$ cat src/rtl/latch_pkg.sv
// latch_pkg -- shared types and constants for the latch_playback block.
//   byte_t        : one 8-bit switch byte
//   state_t       : display mode, LIVE (led follows D) or PLAY (led shows hold_reg)
//   DEPTH_DEFAULT : default number of bytes held by the playback buffer
package latch_pkg;

    typedef logic [7:0] byte_t;

    typedef enum logic {
        LIVE = 1'b0,
        PLAY = 1'b1
    } state_t;

    localparam int DEPTH_DEFAULT = 4;

endpackage : latch_pkg

$ cat src/rtl/rise_detect.sv
// rise_detect -- registered rising-edge detector for one level input.
//   clk     : system clock
//   rst_n   : synchronous active-low reset (clears the delayed copy)
//   i_level : level input (button)
//   o_rise  : high for the single cycle in which i_level is high and was low
//             at the previous clock edge
module rise_detect (
    input  logic clk,
    input  logic rst_n,
    input  logic i_level,
    output logic o_rise
);

    logic r_level_q;

    // NOTE: sequential state is written with non-blocking assignments so every
    // flop samples pre-edge values, independent of process ordering.
    always_ff @(posedge clk) begin
        if (!rst_n) begin
            r_level_q <= 1'b0;
        end else begin
            r_level_q <= i_level;
        end
    end

    // A held button only produces one pulse: the delayed copy catches up after
    // one cycle and masks the level from then on.
    assign o_rise = i_level & ~r_level_q;

endmodule : rise_detect

$ cat src/rtl/latch_playback.sv
// latch_playback -- captures switch bytes into a small circular buffer and plays
// them back one at a time on the LEDs.
//   clk       : system clock, all state changes on its rising edge
//   rst_n     : synchronous active-low reset
//   D         : switch byte to capture
//   capture   : button, rising edge pushes D into the buffer
//   step      : button, rising edge (PLAY only) pops the next byte onto the LEDs
//   sel       : 1 = LIVE, 0 = PLAY
//   led       : D in LIVE, last popped byte in PLAY
//   count     : number of bytes stored
//   full      : count == DEPTH
//   empty     : count == 0
//   overflow  : sticky, set when a capture was dropped
//   underrun  : one-cycle pulse when a step found the buffer empty
//   sel_alert : !sel
module latch_playback
    import latch_pkg::*;
#(
    parameter int DEPTH = DEPTH_DEFAULT
) (
    input  logic                     clk,
    input  logic                     rst_n,
    input  logic [7:0]               D,
    input  logic                     capture,
    input  logic                     step,
    input  logic                     sel,
    output logic [7:0]               led,
    output logic [$clog2(DEPTH):0]   count,
    output logic                     full,
    output logic                     empty,
    output logic                     overflow,
    output logic                     underrun,
    output logic                     sel_alert
);

    localparam int PTR_W = $clog2(DEPTH);
    localparam int CNT_W = PTR_W + 1;

    byte_t            r_mem [DEPTH];
    logic [PTR_W-1:0] r_wr_ptr;
    logic [PTR_W-1:0] r_rd_ptr;
    logic [CNT_W-1:0] r_count;
    byte_t            r_hold;
    logic             r_overflow;
    logic             r_underrun;
    state_t           r_state;
    state_t           w_state_next;

    logic w_cap_rise;
    logic w_step_rise;
    logic w_full;
    logic w_empty;
    logic w_pop_req;
    logic w_pop_ok;
    logic w_push_ok;

    rise_detect u_cap_rise (
        .clk     (clk),
        .rst_n   (rst_n),
        .i_level (capture),
        .o_rise  (w_cap_rise)
    );

    rise_detect u_step_rise (
        .clk     (clk),
        .rst_n   (rst_n),
        .i_level (step),
        .o_rise  (w_step_rise)
    );

    // ---------------- mode FSM ----------------
    always_ff @(posedge clk) begin
        if (!rst_n) begin
            r_state <= LIVE;
        end else begin
            r_state <= w_state_next;
        end
    end

    // NOTE: every signal assigned in always_comb gets a default first, so no
    // path through the block can leave it unassigned and infer a latch.
    always_comb begin
        w_state_next = r_state;
        case (r_state)
            LIVE:    if (!sel) w_state_next = PLAY;
            PLAY:    if (sel)  w_state_next = LIVE;
            default: w_state_next = LIVE;
        endcase
    end

    // ---------------- push / pop arbitration ----------------
    assign w_full    = (r_count == CNT_W'(DEPTH));
    assign w_empty   = (r_count == '0);
    assign w_pop_req = w_step_rise && (r_state == PLAY);
    assign w_pop_ok  = w_pop_req && !w_empty;
    // A full buffer still accepts a push when a pop frees the head slot in the
    // same cycle; the head is read before the tail slot is overwritten.
    assign w_push_ok = w_cap_rise && (!w_full || w_pop_ok);

    // NOTE: the byte storage has no reset; count and pointers define which
    // entries are valid, so stale contents are never observed.
    always_ff @(posedge clk) begin
        if (w_push_ok) begin
            r_mem[r_wr_ptr] <= D;
        end
    end

    // Pointers are PTR_W bits wide and DEPTH is a power of two, so they wrap
    // from DEPTH-1 to 0 by natural overflow.
    always_ff @(posedge clk) begin
        if (!rst_n) begin
            r_wr_ptr   <= '0;
            r_rd_ptr   <= '0;
            r_count    <= '0;
            r_hold     <= 8'h00;
            r_overflow <= 1'b0;
            r_underrun <= 1'b0;
        end else begin
            if (w_push_ok) begin
                r_wr_ptr <= r_wr_ptr + PTR_W'(1);
            end
            if (w_pop_ok) begin
                r_hold   <= r_mem[r_rd_ptr];
                r_rd_ptr <= r_rd_ptr + PTR_W'(1);
            end
            case ({w_push_ok, w_pop_ok})
                2'b10:   r_count <= r_count + CNT_W'(1);
                2'b01:   r_count <= r_count - CNT_W'(1);
                default: r_count <= r_count;
            endcase
            if (w_cap_rise && !w_push_ok) begin
                r_overflow <= 1'b1;
            end
            r_underrun <= w_pop_req && w_empty;
        end
    end

    // ---------------- outputs ----------------
    assign led       = (r_state == LIVE) ? D : r_hold;
    assign count     = r_count;
    assign full      = w_full;
    assign empty     = w_empty;
    assign overflow  = r_overflow;
    assign underrun  = r_underrun;
    assign sel_alert = ~sel;

endmodule : latch_playback

$ cat config.mk
export PLATFORM = sky130hd
export DESIGN_NAME = latch_playback
export DESIGN_NICKNAME = d
export VERILOG_FILES = /design/src/rtl/latch_pkg.sv /design/src/rtl/rise_detect.sv /design/src/rtl/latch_playback.sv
export SDC_FILE = /design/constraint.sdc
export NUM_CORES = 1
export LEC_CHECK = 0
export CAP_MARGIN = 30
export CORE_ASPECT_RATIO = 1.1
export CORE_MARGIN = 2
export CORE_UTILIZATION = 56
export CTS_BUF_LIST = sky130_fd_sc_hd__clkbuf_8
export DETAILED_ROUTE_END_ITERATION = 10
export PLACE_DENSITY = 0.82
export RECOVER_POWER = 25
export SLEW_MARGIN = 10
export SYNTH_ARGS = -nofsm -noshare
export SYNTH_HDL_FRONTEND = slang
export SYNTH_SLANG_ARGS = --single-unit
$ cat constraint.sdc
create_clock -name clk -period 2.6 [get_ports clk]
set_clock_uncertainty 0.15 [all_clocks]
set_input_delay 0.52 -clock clk [delete_from_list [all_inputs] [get_ports clk]]
set_output_delay 0.52 -clock clk [all_outputs]
set_load 0.01 [all_outputs]
==> out/qor.yml, run 1 <==
outcome:
  outcome: "finished, final reports clean"
cells_and_area:
  final_cells: 257
  multiInputGateArea_sq_um: 773
  layout-area-overhead-vs-synth_pct: 26.1
  layout-drive-gt1-share_pct: 19.8
  antenna_cells: 0
  fillers: 243
  regArea_sq_um: 1360
  nets: 224
  fin_area_sq_um: 2780
worst_setup_path:
  cp_slowest_cell: "dlygate4sd3_1"
  cp_max_fo: 5
  endpoint_kind: "output pin"
  crit_chain: "dlygate4sd3_1 -> mux2_2 -> clkdlybuf4s50_1"
  start_kind: "primary input"
  required_ns: 1.93
  cp_data_arrival_time_ns: 1.87
  cpPeakStageDelay_ns: 0.59
  path_class: "primary input to output pin"
die:
  row_count: 23
  start_util_pct: 59.4
  fp.dieW_microns: 63.8
  core-area_sq_um: 3710
  die_area_sq_um: 4460
  die_h_microns: 69.8
  io_pins: 29
synthesis:
  synth_seq_cells: 52
  synth.avg_cell_area_sq_um: 13.3
  syn_inst: 166
  syn_nets: 184
  ys_seq_area_share_pct: 61.7
  syn_area_sq_um: 2200
  ys_warn_count: 0
  ys_types: 40
timing:
  setup_viol: 0
  slew_headroom_pct: 57.3
  drv_slew: 0
  fin_crit_sh_pct: 97.6
  max_freq_mhz: 394
  grt_setup_unrepaired: "false"
  worst_slew_pin_slew_ns: 0.640
  min_period_ns: 2.54
  fin_ws_ns: 0.0621
  hold_violations: 0
power_and_ir_drop:
  finalPower_w: 0.00206
  p_leak_nw: 0.963
  p_sw_w: 0.000471
  p_clk_share_pct: 35.5
  peakVddDrop_mv: 0.522
  switching_share_pct: 22.8
  pwr-share-comb_pct: 17.5
  seq_power_share_pct: 47.0
  powerDensity_nw_per_um2: 741
  p_int_w: 0.00159
cts:
  cts_buffers: 5
  clock_path_buffers: 2
  holdBufCountCts: 0
  root_buffer: "clkbuf_8"
  cts_tree: "yes"
  clk_latency_ns: 0.31
  cts_sinks: 52
  clkTransAtPathRegs_ns: 0.08
  post_cts_buffers: 0
  cts_resized: 0
  cts_htree_levels: 2
global_route:
  grt_pass1_wl_mm: 7.34
  antenna_found_initial: 0
  grt_pass1_vias: 1484
  overflow: 0
  grt_max_degree: 17
  grtUsageTotal_pct: 22.3
routing:
  drcViolationCount: 0
  postRouteAntennaNets: 0
  drt_iter0_markers: 135
  avgRoutedWirePerCell_microns: 17.1
  wirelength_mm: 4.39
  dr.pass1.iters: 5
  vias_per_cell: 5.53
  num_vias: 1420
job:
  drv_cap: 0
place:
  gp_congestion: 0.881
  place_ws_ns: -0.100
  portBuffers: 28
  dpl.hpwl_mm: 3.11
  dpl.cell_count: 249
  place_area_sq_um: 2620
hold_path:
  hold_class: "register to register"
==> area by class of cell <==
type                       instances  area share, %
inverter                           7          0.946
timing repair buffer              40           14.2
clock buffer                       5           2.48
tap                               50           2.25
sequential                        52           49.0
clock inverter                     3           3.24
multi-input combinational        100           27.8
==> per-layer routing <==
layer  GRT usage [%]  vias up  share of wire (%)
met5               0        -                  0
met2            39.2       47                 53
met3            4.87        4                5.6
li1                -      685                  -
met1            25.5      684                 40
met4            10.1        0                1.7
==> critical path: cells and delay by family <==
kind,cells,cell delay [ns]
muxes,1,0.28
buffers and inverters,2,1.07
==> power by group through the flow <==
stage	Combinational (W)	Clock, W	Sequential (W)
floorplan	0.000207	0	0.000974
global placement	0.000342	0	0.000981
detailed placement	0.000358	0	0.000986
CTS	0.000361	0.000751	0.000968
global route	0.000395	0.000773	0.000975
finish	0.000361	0.000732	0.000968
==> logic make-up after synthesis <==
| logic type | share of synthesized area [%] |
|---|---|
| and+or+nand+nor | 11.6 |
| adders and majority gates | 3.18 |
| DFF | 61.7 |
| xor gates and xnor gates | 1.59 |
| muxes | 12.7 |
| buffers and inverters | 3.18 |
| AOI/OAI and AO/OA | 5.96 |
==> Yosys cell counts (all sizes together) <==
| master | instances | area (sq um) |
|---|---|---|
| a21o | 1 | 7.51 |
| a21oi | 11 | 55.1 |
| a222oi | 1 | 10.0 |
| a31oi | 2 | 18.8 |
| a41oi | 1 | 8.76 |
| and2 | 7 | 43.8 |
| and3b | 1 | 8.76 |
| buf | 5 | 36.3 |
| clkbuf | 2 | 7.51 |
| clkinv | 1 | 3.75 |
| dfxtp | 20 | 400 |
| edfxtp | 32 | 961 |
| fa | 1 | 20.0 |
| ha | 4 | 50.1 |
| inv | 6 | 22.5 |
| mux2 | 8 | 90.1 |
| mux2i | 1 | 10.0 |
| mux4 | 8 | 180 |
| nand2 | 24 | 90.1 |
| nand2b | 1 | 6.26 |
| nand3 | 2 | 10.0 |
| nand3b | 1 | 11.3 |
| nand4 | 1 | 6.26 |
| nand4b | 1 | 8.76 |
| nor2 | 9 | 36.3 |
| nor2b | 1 | 6.26 |
| nor3 | 2 | 10.0 |
| nor4 | 1 | 6.26 |
| o211ai | 1 | 7.51 |
| o21ai | 3 | 15.0 |
| o41ai | 1 | 8.76 |
| or3 | 2 | 12.5 |
| xnor2 | 3 | 26.3 |
| xor2 | 1 | 8.76 |
==> flip-flops by register name (all words and copies together) (netlist names) <==
register / cells
u_step_rise.r_level_q: 1
count: 3
u_cap_rise.r_level_q: 1
r_hold: 8
underrun: 1
r_wr_ptr: 2
r_state: 1
overflow: 1
r_rd_ptr: 2
r_mem: 32
==> path summary, 6_finish.rpt <==
kind / from / end / slack, ns / depth (start not counted)
worst min-delay path: r_hold[2]$_SDFFE_PN0P_ / r_hold[2]$_SDFFE_PN0P_ / 0.31 / 2
worst min register to register: r_hold[2]$_SDFFE_PN0P_ / r_hold[2]$_SDFFE_PN0P_ / 0.31 / 2
worst max register to register: count[0]$_SDFFE_PN0P_ / count[2]$_SDFFE_PN0P_ / 0.27 / 8
worst max-delay path: D[6] / led[6] / 0.06 / 3
==> layout by cell type (no fill, tap or decap), drive strengths merged, types with 3 or more instances in the layout <==
| master | Yosys | layout |
|---|---|---|
| mux2 | 8 | 8 |
| a21oi | 11 | 11 |
| clkdlybuf4s50 | 0 | 27 |
| inv | 6 | 6 |
| mux4 | 8 | 8 |
| dfxtp | 20 | 20 |
| xnor2 | 3 | 3 |
| clkbuf | 2 | 5 |
| nor2 | 9 | 9 |
| edfxtp | 32 | 32 |
| o21ai | 3 | 3 |
| and2 | 7 | 7 |
| bufinv | 0 | 3 |
| ha | 4 | 4 |
| nand2 | 24 | 24 |
| buf | 5 | 12 |
==> stage by stage <==
step / setup TNS, ns / hold WS, ns / util (%)
6_report: 0 / 0.308 / 74.9
5_1_grt: 0 / 0.337 / 74.9
4_1_cts: 0 / 0.308 / 74.8
3_5_place_dp: -0.100 / 0.296 / 70.5
3_3_place_gp: -0.0215 / 0.296 / 70.5
2_1_floorplan: 0 / 0.283 / -
(Power assumes the default switching activity.)
==> run 2: changes to the inputs <==
--- a/config.mk
+++ b/config.mk
@@ -6,11 +6,12 @@
 export NUM_CORES = 1
 export LEC_CHECK = 0
 export CAP_MARGIN = 30
-export CORE_ASPECT_RATIO = 1.1
+export CORE_ASPECT_RATIO = 0.8
 export CORE_MARGIN = 2
 export CORE_UTILIZATION = 56
 export CTS_BUF_LIST = sky130_fd_sc_hd__clkbuf_8
 export DETAILED_ROUTE_END_ITERATION = 10
+export GPL_ROUTABILITY_DRIVEN = 0
 export PLACE_DENSITY = 0.82
 export RECOVER_POWER = 25
 export SLEW_MARGIN = 10
==> run 2 against run 1 <==
  * Non-clock buffer count rose by 5
  * Sequential power about the same
  * Register-to-register slack got worse by 0.08 ns
  * Maximum frequency rose by 2.6%
  * First-iteration DRC count increased by 51%
  * Clock power is 13% lower
==> out/qor.yml, run 2 (same netlist as run 1, synthesis figures left out) <==
outcome:
  outcome: "finished, final reports clean"
timing:
  hold_violations: 0
  fin_crit_sh_pct: 95.1
  setup_viol: 0
  max_freq_mhz: 404
  slew_headroom_pct: 55.6
  grt_setup_unrepaired: "false"
  drv_slew: 0
  worst_slew_pin_slew_ns: 0.665
  min_period_ns: 2.47
cts:
  clock_path_buffers: 2
  root_buffer: "clkbuf_8"
  clk_latency_ns: 0.30
  cts_htree_levels: 2
  cts_resized: 0
  post_cts_buffers: 0
  cts_buffers: 5
  cts_tree: "yes"
  clkTransAtPathRegs_ns: 0.08
  holdBufCountCts: 0
  cts_sinks: 52
cells_and_area:
  final_common_cell: "edfxtp_1"
  fin_area_sq_um: 2770
  layout-area-overhead-vs-synth_pct: 25.7
  layout-drive-gt1-share_pct: 20.8
  final_cells: 267
  nets: 229
  antenna_cells: 0
  regArea_sq_um: 1360
  largest_reg_flops: 32
  fillers: 262
  mostFrequentLayoutCells: "edfxtp_1 (32), clkdlybuf4s50_1 (28), nand2_1 (24), dfxtp_1 (20), buf_4 (17)"
  multiInputGateArea_sq_um: 773
  regMostFlops: "r_mem"
power_and_ir_drop:
  p_leak_nw: 0.971
  finalPower_w: 0.00199
  powerDensity_nw_per_um2: 718
  pwr-share-comb_pct: 19.6
  p_clk_share_pct: 31.9
  p_int_w: 0.00150
  p_sw_w: 0.000488
  peakVddDrop_mv: 0.516
  switching_share_pct: 24.6
  seq_power_share_pct: 48.5
die:
  die_h_microns: 60.1
  io_pins: 29
  die_area_sq_um: 4460
  row_count: 20
  core-area_sq_um: 3780
  start_util_pct: 58.3
  fp.dieW_microns: 74.2
place:
  portBuffers: 28
  dpl.hpwl_mm: 3.36
  place_area_sq_um: 2640
  dpl.cell_count: 259
global_route:
  overflow: 0
  grt_pass1_wl_mm: 7.51
  grt_max_degree: 17
  grtUsageTotal_pct: 24.0
  antenna_found_initial: 0
  grt_pass1_vias: 1539
routing:
  num_vias: 1492
  drcViolationCount: 0
  postRouteAntennaNets: 0
  dr.pass1.iters: 4
  avgRoutedWirePerCell_microns: 18.0
  drt_iter0_markers: 204
  wirelength_mm: 4.80
  vias_per_cell: 5.59
worst_setup_path:
  path_common_cell: "clkdlybuf4s50_1"
  cpPeakStageDelay_ns: 0.56
  crit_chain: "clkdlybuf4s50_1 -> mux2_2 -> clkdlybuf4s50_1"
  endpoint_kind: "output pin"
  cp_max_fo: 5
  cp_data_arrival_time_ns: 1.80
  cp_slowest_cell: "clkdlybuf4s50_1"
  cp_top_family: "buffers and inverters"
  critPathBufInv: 2
  required_ns: 1.93
  start_kind: "primary input"
  path_class: "primary input to output pin"
job:
  drv_cap: 0
hold_path:
  hold_class: "register to register"
-- run 2: worst paths after layout --
| check | endpoint | slack, ns | cells after the start | from |
|---|---|---|---|---|
| min | r_hold[0]$_SDFFE_PN0P_ | 0.31 | 2 | r_hold[0]$_SDFFE_PN0P_ |
| min reg2reg | r_hold[0]$_SDFFE_PN0P_ | 0.31 | 2 | r_hold[0]$_SDFFE_PN0P_ |
| max reg2reg | count[1]$_SDFFE_PN0P_ | 0.19 | 8 | count[0]$_SDFFE_PN0P_ |
| max | led[4] | 0.13 | 3 | D[4] |
-- run 2: power groups by stage --
stage | Clock, W | Sequential (W) | Combinational (W)
6_report | 0.000634 | 0.000965 | 0.000390
5_1_grt | 0.000674 | 0.000971 | 0.000419
4_1_cts | 0.000641 | 0.000964 | 0.000387
3_5_place_dp | 0 | 0.000983 | 0.000382
3_3_place_gp | 0 | 0.000978 | 0.000362
2_1_floorplan | 0 | 0.000974 | 0.000207
-- run 2: area by class of cell --
class                           count  area share, %
Sequential cell                    52           49.1
Multi-Input combinational cell    100           27.9
Timing Repair Buffer               45           14.7
Clock buffer                        5           2.48
Tap cell                           55           2.48
Clock inverter                      3           2.30
Inverter                            7          0.949
-- run 2: stage by stage --
stage	setup WS (ns)	setup TNS [ns]	hold slack (ns)	utilization, %
detailed placement	-0.0718	-0.132	0.299	69.8
global route	0.0702	0	0.337	73.3
global placement	0.0376	0	0.288	69.8
finish	0.127	0	0.308	73.3
CTS	0.122	0	0.310	73.3
floorplan	0.117	0	0.283	-
-- run 2: layer usage --
| layer | GRT usage, % | vias up | part of all wire, % |
|---|---|---|---|
| met5 | 0 | - | 0 |
| met4 | 10.1 | 0 | 1.9 |
| met3 | 5.40 | 11 | 6.2 |
| met2 | 38.3 | 62 | 49 |
| met1 | 32.2 | 728 | 43 |
| li1 | - | 691 | - |
-- run 2: worst register-to-register path, cell delays in order (launching register included) --
cell      delay [ns]
dfxtp_1         0.38
or3_1           0.46
inv_2           0.10
nor2_2          0.05
nand2_1         0.07
fa_1            0.45
a21oi_1         0.17
o21ai_1         0.10
a222oi_1        0.38
